[config.mk]
export PLATFORM = sky130hd
export DESIGN_NAME = nbc_vec_loader
export DESIGN_NICKNAME = d
export VERILOG_FILES = /design/src/rtl/nbc_pkg.sv /design/src/rtl/nbc_run_timer.sv /design/src/rtl/nbc_vec_loader.sv
export SDC_FILE = /design/constraint.sdc
export NUM_CORES = 1
export LEC_CHECK = 0
export BUFFER_PORTS_ARGS = -buffer_cell sky130_fd_sc_hd__buf_2
export CAP_MARGIN = 5
export CELL_PAD_IN_SITES_DETAIL_PLACEMENT = 0
export CELL_PAD_IN_SITES_GLOBAL_PLACEMENT = 2
export CORE_AREA = 2 2 317 319
export DETAILED_ROUTE_END_ITERATION = 12
export DIE_AREA = 0 0 319 321
export MAX_ROUTING_LAYER = met4
export PLACE_DENSITY = 0.93
export SETUP_SLACK_MARGIN = 0.02
export SLEW_MARGIN = 15
export SYNTH_ARGS = -nofsm -noshare
export SYNTH_HDL_FRONTEND = slang
export SYNTH_HIERARCHICAL = 1
export SYNTH_SLANG_ARGS = --single-unit
[constraint.sdc]
create_clock -name clk -period 4.9 [get_ports clk]
set_input_delay 0.245 -clock clk [delete_from_list [all_inputs] [get_ports clk]]
set_output_delay 0.245 -clock clk [all_outputs]
set_load 0.05 [all_outputs]
[src/rtl/nbc_pkg.sv]
// Shared definitions for the naive-Bayes classifier vector loader.
// Frame geometry, label widths, the timeout label code, the loader FSM
// state type and the pixel binarize helper.
package nbc_pkg;

   localparam int unsigned NUM_PIX   = 784;
   localparam int unsigned PIX_W     = 8;
   localparam int unsigned LABEL_W   = 4;
   localparam int unsigned CNT_W     = 10;
   localparam int unsigned RUN_CNT_W = 14;

   localparam logic [LABEL_W-1:0] LABEL_TIMEOUT = 4'hF;

   typedef enum logic [1:0] {
      LOAD = 2'd0,
      RUN  = 2'd1,
      DONE = 2'd2
   } state_t;

   // A pixel equal to the threshold binarizes to 1.
   function automatic logic binarize(input logic [PIX_W-1:0] pix,
                                     input logic [PIX_W-1:0] thr);
      return (pix >= thr);
   endfunction

endpackage

[src/rtl/nbc_run_timer.sv]
// RUN-state watchdog for nbc_vec_loader.
// Ports:
//   clk, rst  clock and synchronous active-high reset
//   run       high while the loader is in RUN
//   expired   high on the last permitted RUN cycle (run_cnt = TIMEOUT_CYCLES-1)
module nbc_run_timer
   import nbc_pkg::*;
#(
   parameter int unsigned TIMEOUT_CYCLES = 16384
)
(
   input  logic clk,
   input  logic rst,
   input  logic run,
   output logic expired
);

   localparam logic [RUN_CNT_W-1:0] LIMIT = RUN_CNT_W'(TIMEOUT_CYCLES - 1);

   logic [RUN_CNT_W-1:0] run_cnt;

   // Held at zero outside RUN, so it is already clear on RUN entry.
   always_ff @(posedge clk) begin
      if (rst || !run) run_cnt <= '0;
      else             run_cnt <= run_cnt + 1'b1;
   end

   assign expired = run && (run_cnt == LIMIT);

endmodule

[src/rtl/nbc_vec_loader.sv]
// Upstream feeder for the naive-Bayes classifier.
// Binarizes a valid/ready pixel stream into a NUM_PIX-bit test vector, holds
// it while the classifier runs (cls_rstn high), then presents the captured
// label on a valid/ready result port.
// Optional feature macro: NBC_LOADER_TIMEOUT_EN (RUN-state watchdog).
// Ports:
//   clk, rst                     clock, synchronous active-high reset
//   thresh                       binarize threshold (latched on first pixel)
//   pix_valid/ready/data/last    pixel stream
//   test_vector                  binarized frame to classifier, bit i = pixel i
//   cls_rstn                     classifier active-low reset, high only in RUN
//   cls_label_valid, cls_label   classifier result strobe
//   res_valid/ready/label        result port
//   res_timeout                  result produced by the watchdog
//   frame_err                    1-cycle pulse on a framing error
module nbc_vec_loader
   import nbc_pkg::*;
#(
   parameter int unsigned TIMEOUT_CYCLES = 16384
)
(
   input  logic               clk,
   input  logic               rst,
   input  logic [PIX_W-1:0]   thresh,
   input  logic               pix_valid,
   output logic               pix_ready,
   input  logic [PIX_W-1:0]   pix_data,
   input  logic               pix_last,
   output logic [0:NUM_PIX-1] test_vector,
   output logic               cls_rstn,
   input  logic               cls_label_valid,
   input  logic [LABEL_W-1:0] cls_label,
   output logic               res_valid,
   input  logic               res_ready,
   output logic [LABEL_W-1:0] res_label,
   output logic               res_timeout,
   output logic               frame_err
);

   localparam logic [CNT_W-1:0] LAST_IDX = CNT_W'(NUM_PIX - 1);

   if (TIMEOUT_CYCLES < 2 || TIMEOUT_CYCLES > (1 << RUN_CNT_W)) begin : g_bad_timeout
      $error("nbc_vec_loader: TIMEOUT_CYCLES out of range");
   end

   state_t           state, state_nx;
   logic [CNT_W-1:0] pix_cnt;
   logic [PIX_W-1:0] thresh_q;
   logic             at_end;
   logic             accept;
   logic             frame_ok;
   logic             frame_bad;
   logic             take_label;
   logic             take_timeout;
   logic             run_active;
   logic             timer_expired;

   assign run_active = (state == RUN);

`ifdef NBC_LOADER_TIMEOUT_EN
   nbc_run_timer #(.TIMEOUT_CYCLES(TIMEOUT_CYCLES)) u_run_timer (
      .clk     (clk),
      .rst     (rst),
      .run     (run_active),
      .expired (timer_expired)
   );
`else
   assign timer_expired = 1'b0;
`endif

   always_ff @(posedge clk) begin
      if (rst) state <= LOAD;
      else     state <= state_nx;
   end

   // Handshake outputs are gated by rst so they drop during the reset cycle,
   // before the synchronous reset has reached the state register.
   always_comb begin
      state_nx     = state;
      pix_ready    = 1'b0;
      cls_rstn     = 1'b0;
      res_valid    = 1'b0;
      accept       = 1'b0;
      frame_ok     = 1'b0;
      frame_bad    = 1'b0;
      take_label   = 1'b0;
      take_timeout = 1'b0;
      at_end       = (pix_cnt == LAST_IDX);
      unique case (state)
         LOAD: begin
            pix_ready = !rst;
            accept    = pix_valid && !rst;
            if (accept) begin
               if (pix_last != at_end) begin
                  frame_bad = 1'b1;
               end else if (at_end) begin
                  frame_ok = 1'b1;
                  state_nx = RUN;
               end
            end
         end
         RUN: begin
            cls_rstn = !rst;
            // A label arriving on the watchdog's last cycle takes precedence.
            if (cls_label_valid) begin
               take_label = 1'b1;
               state_nx   = DONE;
            end else if (timer_expired) begin
               take_timeout = 1'b1;
               state_nx     = DONE;
            end
         end
         DONE: begin
            res_valid = !rst;
            if (res_ready) state_nx = LOAD;
         end
         default: state_nx = LOAD;
      endcase
   end

   always_ff @(posedge clk) begin
      if (rst) begin
         pix_cnt     <= '0;
         thresh_q    <= '0;
         test_vector <= '0;
         res_label   <= '0;
         res_timeout <= 1'b0;
         frame_err   <= 1'b0;
      end else begin
         frame_err <= frame_bad;
         if (accept) begin
            // Pixel 0 compares against the live threshold, which is latched here.
            if (pix_cnt == '0) begin
               thresh_q             <= thresh;
               test_vector[pix_cnt] <= binarize(pix_data, thresh);
            end else begin
               test_vector[pix_cnt] <= binarize(pix_data, thresh_q);
            end
            if (frame_ok || frame_bad) pix_cnt <= '0;
            else                       pix_cnt <= pix_cnt + 1'b1;
         end
         if (take_label) begin
            res_label   <= cls_label;
            res_timeout <= 1'b0;
         end else if (take_timeout) begin
            res_label   <= LABEL_TIMEOUT;
            res_timeout <= 1'b1;
         end
      end
   end

endmodule

==> run summary, run 1 <==
outcome: finished, final reports clean
Num CTS Buffers: 92
Yosys reg bits: 809
syn avg cell area: 8.957 um^2
DR WL/cell: 22.61 um
Mapped Cells: 3725
depth of the worst register-to-register path: 7
CTS tree: done
nets@finish: 4299
most used cell, CP: buf_12
Pleak: 16.72 nW
post_cts resized: 0
ant diodes: 0
CP max stage delay: 670 ps
predominant post-synthesis flop cell: dfxtp_1
Root Driver: clkbuf_16
Critical Path Sink Type: flip-flop
FP Rows: 116
DRC violations left: 0
Maximum Capacitance Violations: 0
number of flops mapped to enable cells by yosys: 0
setup bufs post-CTS: 0
Pre-Repair DR Iteration Count: 5
hold path endpoint: frame_err
Routed Antenna Nets: 0
r2r setup slk: 1690 ps
routed wire length: 127100 um
min Tclk post-route: 3211 ps
Total Power: 13.97 mW
first-pass GRT wire length: 184100 um
sequential area share after synthesis: 48.54%
clk buf depth: 3
setup violators final: 0
Hold-fix buffers, CTS: 15
DP HPWL: 82220 um
Hold Vio Cnt, Final: 0
RePlAce Congestion: 0.8203
WS Path Type: reg2reg
Worst-Skew Late Latency: 670 ps
via count: 30049
worst r2r src: pix_cnt[5]
worst reg2reg path endpoint: test_vector[720]
max frequency: 311.4 MHz
area grow syn2layout: 23.79%
slowest stage cell on the critical path: dfxtp_1
worst rel slew slack: 21.26%
unique cell type count in the Yosys netlist: 51
Syn Std Cell Area: 33370 um^2
Clock transition at path regs: 60 ps
Final Skew: 30.80 ps
GRT Overall Usage: 24.15%
buffers and inverters on the worst path: 2
die area: 102400 um^2
Cell Chain, Critical Path: nor4_1 -> and3_1 -> a221o_1 -> nor2_4 -> buf_12 -> buf_12 -> a311oi_1
share of layout cells above drive strength 1: 25.53%
CTS sink cnt: 809
Syn Nets: 3772
setup_tns: 0 ps
Starting Density: 33.61%
Core ar.: 99280 um^2
HP Class: in2reg
global route overflow: 0
largest net degree at the start of global routing: 192
Worst Path Max Fanout: 86
Slew @ Worst Pin: 1178 ps
Synth warnings: 6
Hold Path Depth: 3
Die Span X: 319 um
Chip Height: 321 um
# IOs: 819
Pins Over Slew Limit: 0
Worst EP arrival: 3710 ps
Final period util: 65.53%
CP Launch Type: flip-flop
initial drt markers: 2989
async set-or-reset flop fraction in the synthesized netlist: 0%
initial antenna violation count: 1
Hold Crit Start: pix_last
vias per cell: 5.344
number of global-route vias before repair: 26650
RSZ-0062 raised after global routing: no
Worst Path Required: 5390 ps
Max H-tree Level: 3
Max VDD drop: 0.0002534 V
Crit path max-delay family: simple AND/OR/NAND/NOR gates
IO Port Bufs: 817
pwr dens: 338.3 nW/um^2
## report_power, final
group	internal, mW	total (mW)	leakage [nW]	switching, mW
sequential	6.59	6.59	6.51	0.00330
combinational	0.0959	0.437	8.71	0.341
clock	4.10	6.95	1.49	2.84
total	10.8	14.0	16.7	3.19
## logic make-up after synthesis
group	count (synthesis)	share of synthesized area, %
xor+xnor	7	0.1838
buf+inv	495	6.292
flops	809	48.54
other cells	1	0.01124
mux	12	0.3600
compound gates	1558	29.10
fa+ha+maj	21	0.7875
simple gates	822	14.73
## area by class of cell
| cell class | instances | area (um^2) |
|---|---|---|
| fill | 10022 | 57970 |
| tap | 1298 | 1624 |
| inverter | 18 | 67.56 |
| clock buffer | 139 | 2691 |
| multi-input combinational | 2421 | 15340 |
| timing repair buffer | 910 | 5050 |
| sequential | 809 | 16200 |
| clock inverter | 28 | 335.3 |
## worst max path at each step
stage	startpoint	depth (start not counted)	endpoint
5_1_grt	pix_cnt[5]	7	test_vector[655]
4_1_cts	pix_cnt[5]	7	test_vector[472]
3_3_place_gp	pix_cnt[5]	7	test_vector[751]
2_1_floorplan	rst	5	pix_ready
6_report	pix_cnt[5]	7	test_vector[720]
3_5_place_dp	rst	7	test_vector[407]
## registers in the layout (all words and copies together), names as in the netlist
| name | count |
|---|---|
| test_vector | 784 |
| state | 2 |
| res_label | 4 |
| thresh_q | 8 |
| frame_err | 1 |
| pix_cnt | 10 |
## cell usage after synthesis (2+ instances only)
library cell  instances  area [um^2]
a211o_1               2        17.52
a211oi_1              6        45.04
a21oi_1             454         2272
a311oi_1            210         1839
a31oi_1             244         1526
and2_1                7        43.79
and3_1                8        50.05
buf_1                 8        30.03
buf_2               115        575.6
buf_4                12        90.09
buf_6                 7        78.83
clkbuf_1            335         1257
dfxtp_1             809        16200
ha_1                 21        262.8
inv_1                18        67.56
mux2i_1              12        120.1
nand2_1              64        240.2
nand2b_1             22        137.6
nand3_1              31        155.2
nand3_2               3        30.03
nand3b_1             17        127.6
nand4_1               6        37.54
nor2_1               59        221.5
nor2_2                7        43.79
nor2b_1             554         3466
nor3_1               13        65.06
nor3_2                6        60.06
nor3_4                4        65.06
nor3b_1               3        22.52
nor4_1                3        18.77
o21ai_0             319         1597
o21ai_1               7        35.03
o31ai_1             312         2342
or2_2                 3        18.77
or3_1                 3        18.77
xnor2_1               2        17.52
xor2_1                5        43.79
## stage by stage
stage | utilization, % | area [um^2] | instances | worst slack [ps] | hold slack [ps]
floorplan | - | 33370 | 3725 | 2612 | 353.5
global placement | 38.33 | 38050 | 5439 | 1731 | 459.0
detailed placement | 38.36 | 38080 | 5440 | 1721 | 465.6
CTS | 41.56 | 41260 | 5622 | 1673 | 5.175
global route | 41.61 | 41300 | 5623 | 1498 | 55.78
finish | 41.61 | 41300 | 5623 | 1689 | 54.00
## placed cells by master, fill, tap and decap left out, drive strengths merged, types with 21 or more instances in the layout
master,n
a21oi,454
a311oi,210
a31oi,244
buf,895
clkbuf,139
dfxtp,809
ha,21
nand2,65
nand2b,22
nand3,34
nor2,67
nor2b,554
nor3,23
o21ai,326
o31ai,312
## metal layers
metal  routed length, um  track usage, %
met1               54790           30.63
met2               58030           37.22
met3               11040           7.090
met4                3261           7.013
met5                   0               -
## worst reg2reg max path, cell delays in order, from the launching register on
cell and delay (ps):
dfxtp_1 670, nor4_1 200, and3_1 290, a221o_1 420
nor2_4 630, buf_12 270, buf_12 360, a311oi_1 220
Power figures use the tool's default switching activity.
==> run 2, diff against run 1 <==
--- a/config.mk
+++ b/config.mk
@@ -9,11 +9,11 @@
 export CAP_MARGIN = 5
 export CELL_PAD_IN_SITES_DETAIL_PLACEMENT = 0
 export CELL_PAD_IN_SITES_GLOBAL_PLACEMENT = 2
-export CORE_AREA = 2 2 317 319
+export CORE_AREA = 2 2 326 328
 export DETAILED_ROUTE_END_ITERATION = 12
-export DIE_AREA = 0 0 319 321
+export DIE_AREA = 0 0 328 330
 export MAX_ROUTING_LAYER = met4
-export PLACE_DENSITY = 0.93
+export PLACE_DENSITY = 0.89
 export SETUP_SLACK_MARGIN = 0.02
 export SLEW_MARGIN = 15
 export SYNTH_ARGS = -nofsm -noshare
==> constraint.sdc (replaced) <==
create_clock -name clk -period 3 [get_ports clk]
set_input_delay 0.15 -clock clk [delete_from_list [all_inputs] [get_ports clk]]
set_output_delay 0.15 -clock clk [all_outputs]
set_load 0.05 [all_outputs]
==> run summary, run 2 (synthesis results as in run 1) <==
outcome: finished, final reports clean (unchanged)
Final period util: 93.20% (was 65.53%)
Critical Path Sink Type: flip-flop (unchanged)
Core ar.: 104700 um^2 (was 99280 um^2)
Final Skew: 26.78 ps (was 30.80 ps)
DP HPWL: 83550 um (was 82220 um)
global route overflow: 0 (unchanged)
first-pass GRT wire length: 183800 um (was 184100 um)
initial drt markers: 2569 (was 2989)
finished layout cell area: 42020 um^2 (was 41300 um^2)
largest registers: test_vector x784, pix_cnt x10, thresh_q x8 (unchanged)
initial antenna violation count: 2 (was 1)
setup violators final: 0 (unchanged)
highest routed layer: met4 (unchanged)
share of layout cells above drive strength 1: 26.30% (was 25.53%)
DRC violations left: 0 (unchanged)
Starting Density: 31.88% (was 33.61%)
Cell Chain, Critical Path: or3b_4 -> nor4_1 -> buf_4 -> and2_1 -> ha_1 -> nor3b_1 -> a21oi_1 -> dlygate4sd3_1 -> nor3_1 (was nor4_1 -> and3_1 -> a221o_1 -> nor2_4 -> buf_12 -> buf_12 -> a311oi_1)
Pleak: 17.01 nW (was 16.72 nW)
Max H-tree Level: 3 (unchanged)
Crit path max-delay family: simple AND/OR/NAND/NOR gates (unchanged)
Clock transition at path regs: 60 ps (about the same)
Pre-Repair DR Iteration Count: 5 (unchanged)
number of global-route vias before repair: 26824 (was 26650)
Worst Path Max Fanout: 5 (was 86)
number of fill cells: 10664 (was 10022)
max FFs per register: 784 (unchanged)
min Tclk post-route: 2796 ps (was 3211 ps)
final core utilization: 40.15% (was 41.61%)
Worst EP arrival: 3380 ps (was 3710 ps)
FP Rows: 119 (was 116)
nets@finish: 4358 (was 4299)
Die Span X: 328 um (was 319 um)
DP Area: 38840 um^2 (was 38080 um^2)
GRT Overall Usage: 22.87% (was 24.15%)
CP max stage delay: 570 ps (was 670 ps)
slowest stage cell on the critical path: dlygate4sd3_1 (was dfxtp_1)
routed wire length: 127600 um (was 127100 um)
met2 wire length: 57540 um (was 58030 um)
area grow syn2layout: 25.95% (was 23.79%)
met3 wire len: 11040 um (about the same)
WS Path Type: reg2reg (unchanged)
DR WL/cell: 22.08 um (was 22.61 um)
buffers and inverters on the worst path: 2 (unchanged)
Worst-Skew Late Latency: 680 ps (was 670 ps)
Pins Over Slew Limit: 0 (unchanged)
setup bufs post-CTS: 0 (unchanged)
IO Port Bufs: 817 (unchanged)
max frequency: 357.7 MHz (was 311.4 MHz)
CTS tree: done (unchanged)
clk buf depth: 3 (unchanged)
Root Driver: clkbuf_16 (unchanged)
M1 wire length: 55270 um (was 54790 um)
Max VDD drop: 0.0004236 V (was 0.0002534 V)
die area: 108200 um^2 (was 102400 um^2)
Maximum Capacitance Violations: 0 (unchanged)
pwr dens: 538.5 nW/um^2 (was 338.3 nW/um^2)
CTS sink cnt: 809 (unchanged)
worst rel slew slack: 26.54% (was 21.26%)
r2r setup slk: 200 ps (was 1690 ps)
most common cell after layout, fill and taps aside: buf_2 (unchanged)
Chip Height: 330 um (was 321 um)
most frequent cells in the layout: buf_2, dfxtp_1, nor2b_1 (unchanged)
CP Launch Type: flip-flop (unchanged)
RSZ-0062 raised after global routing: no (unchanged)
Num CTS Buffers: 92 (unchanged)
# IOs: 819 (unchanged)
largest net degree at the start of global routing: 150 (was 192)
Routed Antenna Nets: 0 (unchanged)
Worst Path Required: 3580 ps (was 5390 ps)
HP Class: in2reg (unchanged)
vias per cell: 5.203 (was 5.344)
Slew @ Worst Pin: 1102 ps (was 1178 ps)
Top reg by flops: test_vector (unchanged)
Hold Vio Cnt, Final: 0 (unchanged)
via count: 30063 (was 30049)
RePlAce Congestion: 0.8365 (was 0.8203)
setup_tns: 0 ps (unchanged)
run 2: cell count changes in the layout (fill, tap and decap cells not counted), moves of 3 or more:
cell / delta
buf_12: +21
buf_4: +35
bufinv_16: -4
clkbuf_1: +3
clkinv_2: -4
diode_2: +3
dlygate4sd3_1: +5
nor3_2: +3
nor3_4: -3
run 2: path summary, 6_finish.rpt:
| kind | start | end | cells after the start |
|---|---|---|---|
| setup / recovery | pix_cnt[8] | state[0] | 9 |
| hold / removal | pix_data[6] | test_vector[0] | 7 |
| setup reg to reg | pix_cnt[8] | state[0] | 9 |
| hold reg to reg | test_vector[768] | test_vector[768] | 2 |
run 2: where the power goes:
part           switching [mW]  internal [mW]  total, mW
sequential            0.00533           10.8       10.8
combinational           0.561          0.172      0.733
clock                    4.72           6.41       11.1
total                    5.29           17.3       22.6
run 2: metrics by stage:
step	total power, mW	instances	setup slack [ps]	hold slack [ps]
final	22.63	5778	204.0	136.6
after CTS	22.89	5775	182.8	72.56
after detailed placement	11.71	5588	403.2	371.8
after floorplan	11.47	3725	717.6	258.5
after global routing	23.38	5777	35.01	185.7
after global placement	11.71	5588	415.8	368.4
run 2: tightest hold or removal path, cell delays in order:
cell and delay (ps):
buf_2 90, ha_1 130, a21o_1 80, o21ai_0 70, o2111ai_1 120, nand2_1 50, o21ai_0 60
run 2: metal layers:
metal	vias up	GRT usage [%]
li1	14828	-
met1	14005	29.04
met2	1049	34.61
met3	181	6.768
met4	0	7.599
met5	-	-
run 2: final cells by class:
| type | count | area, um^2 | share of cell area [%] |
|---|---|---|---|
| clock inverters | 25 | 272.8 | 0.6491 |
| well taps | 1391 | 1740 | 4.142 |
| inverters | 18 | 67.56 | 0.1608 |
| repair buffers | 969 | 5728 | 13.63 |
| flip-flops and latches | 809 | 16200 | 38.54 |
| multi-input cells | 2421 | 15310 | 36.43 |
| clock buffers | 142 | 2703 | 6.431 |
| diodes | 3 | 7.507 | 0.01786 |
run 2: timing repair:
item,in CTS,in global routing
resized for setup,0,1
hold buffers,20,0
endpoints found under the hold margin,19,0
setup endpoints to repair,0,1
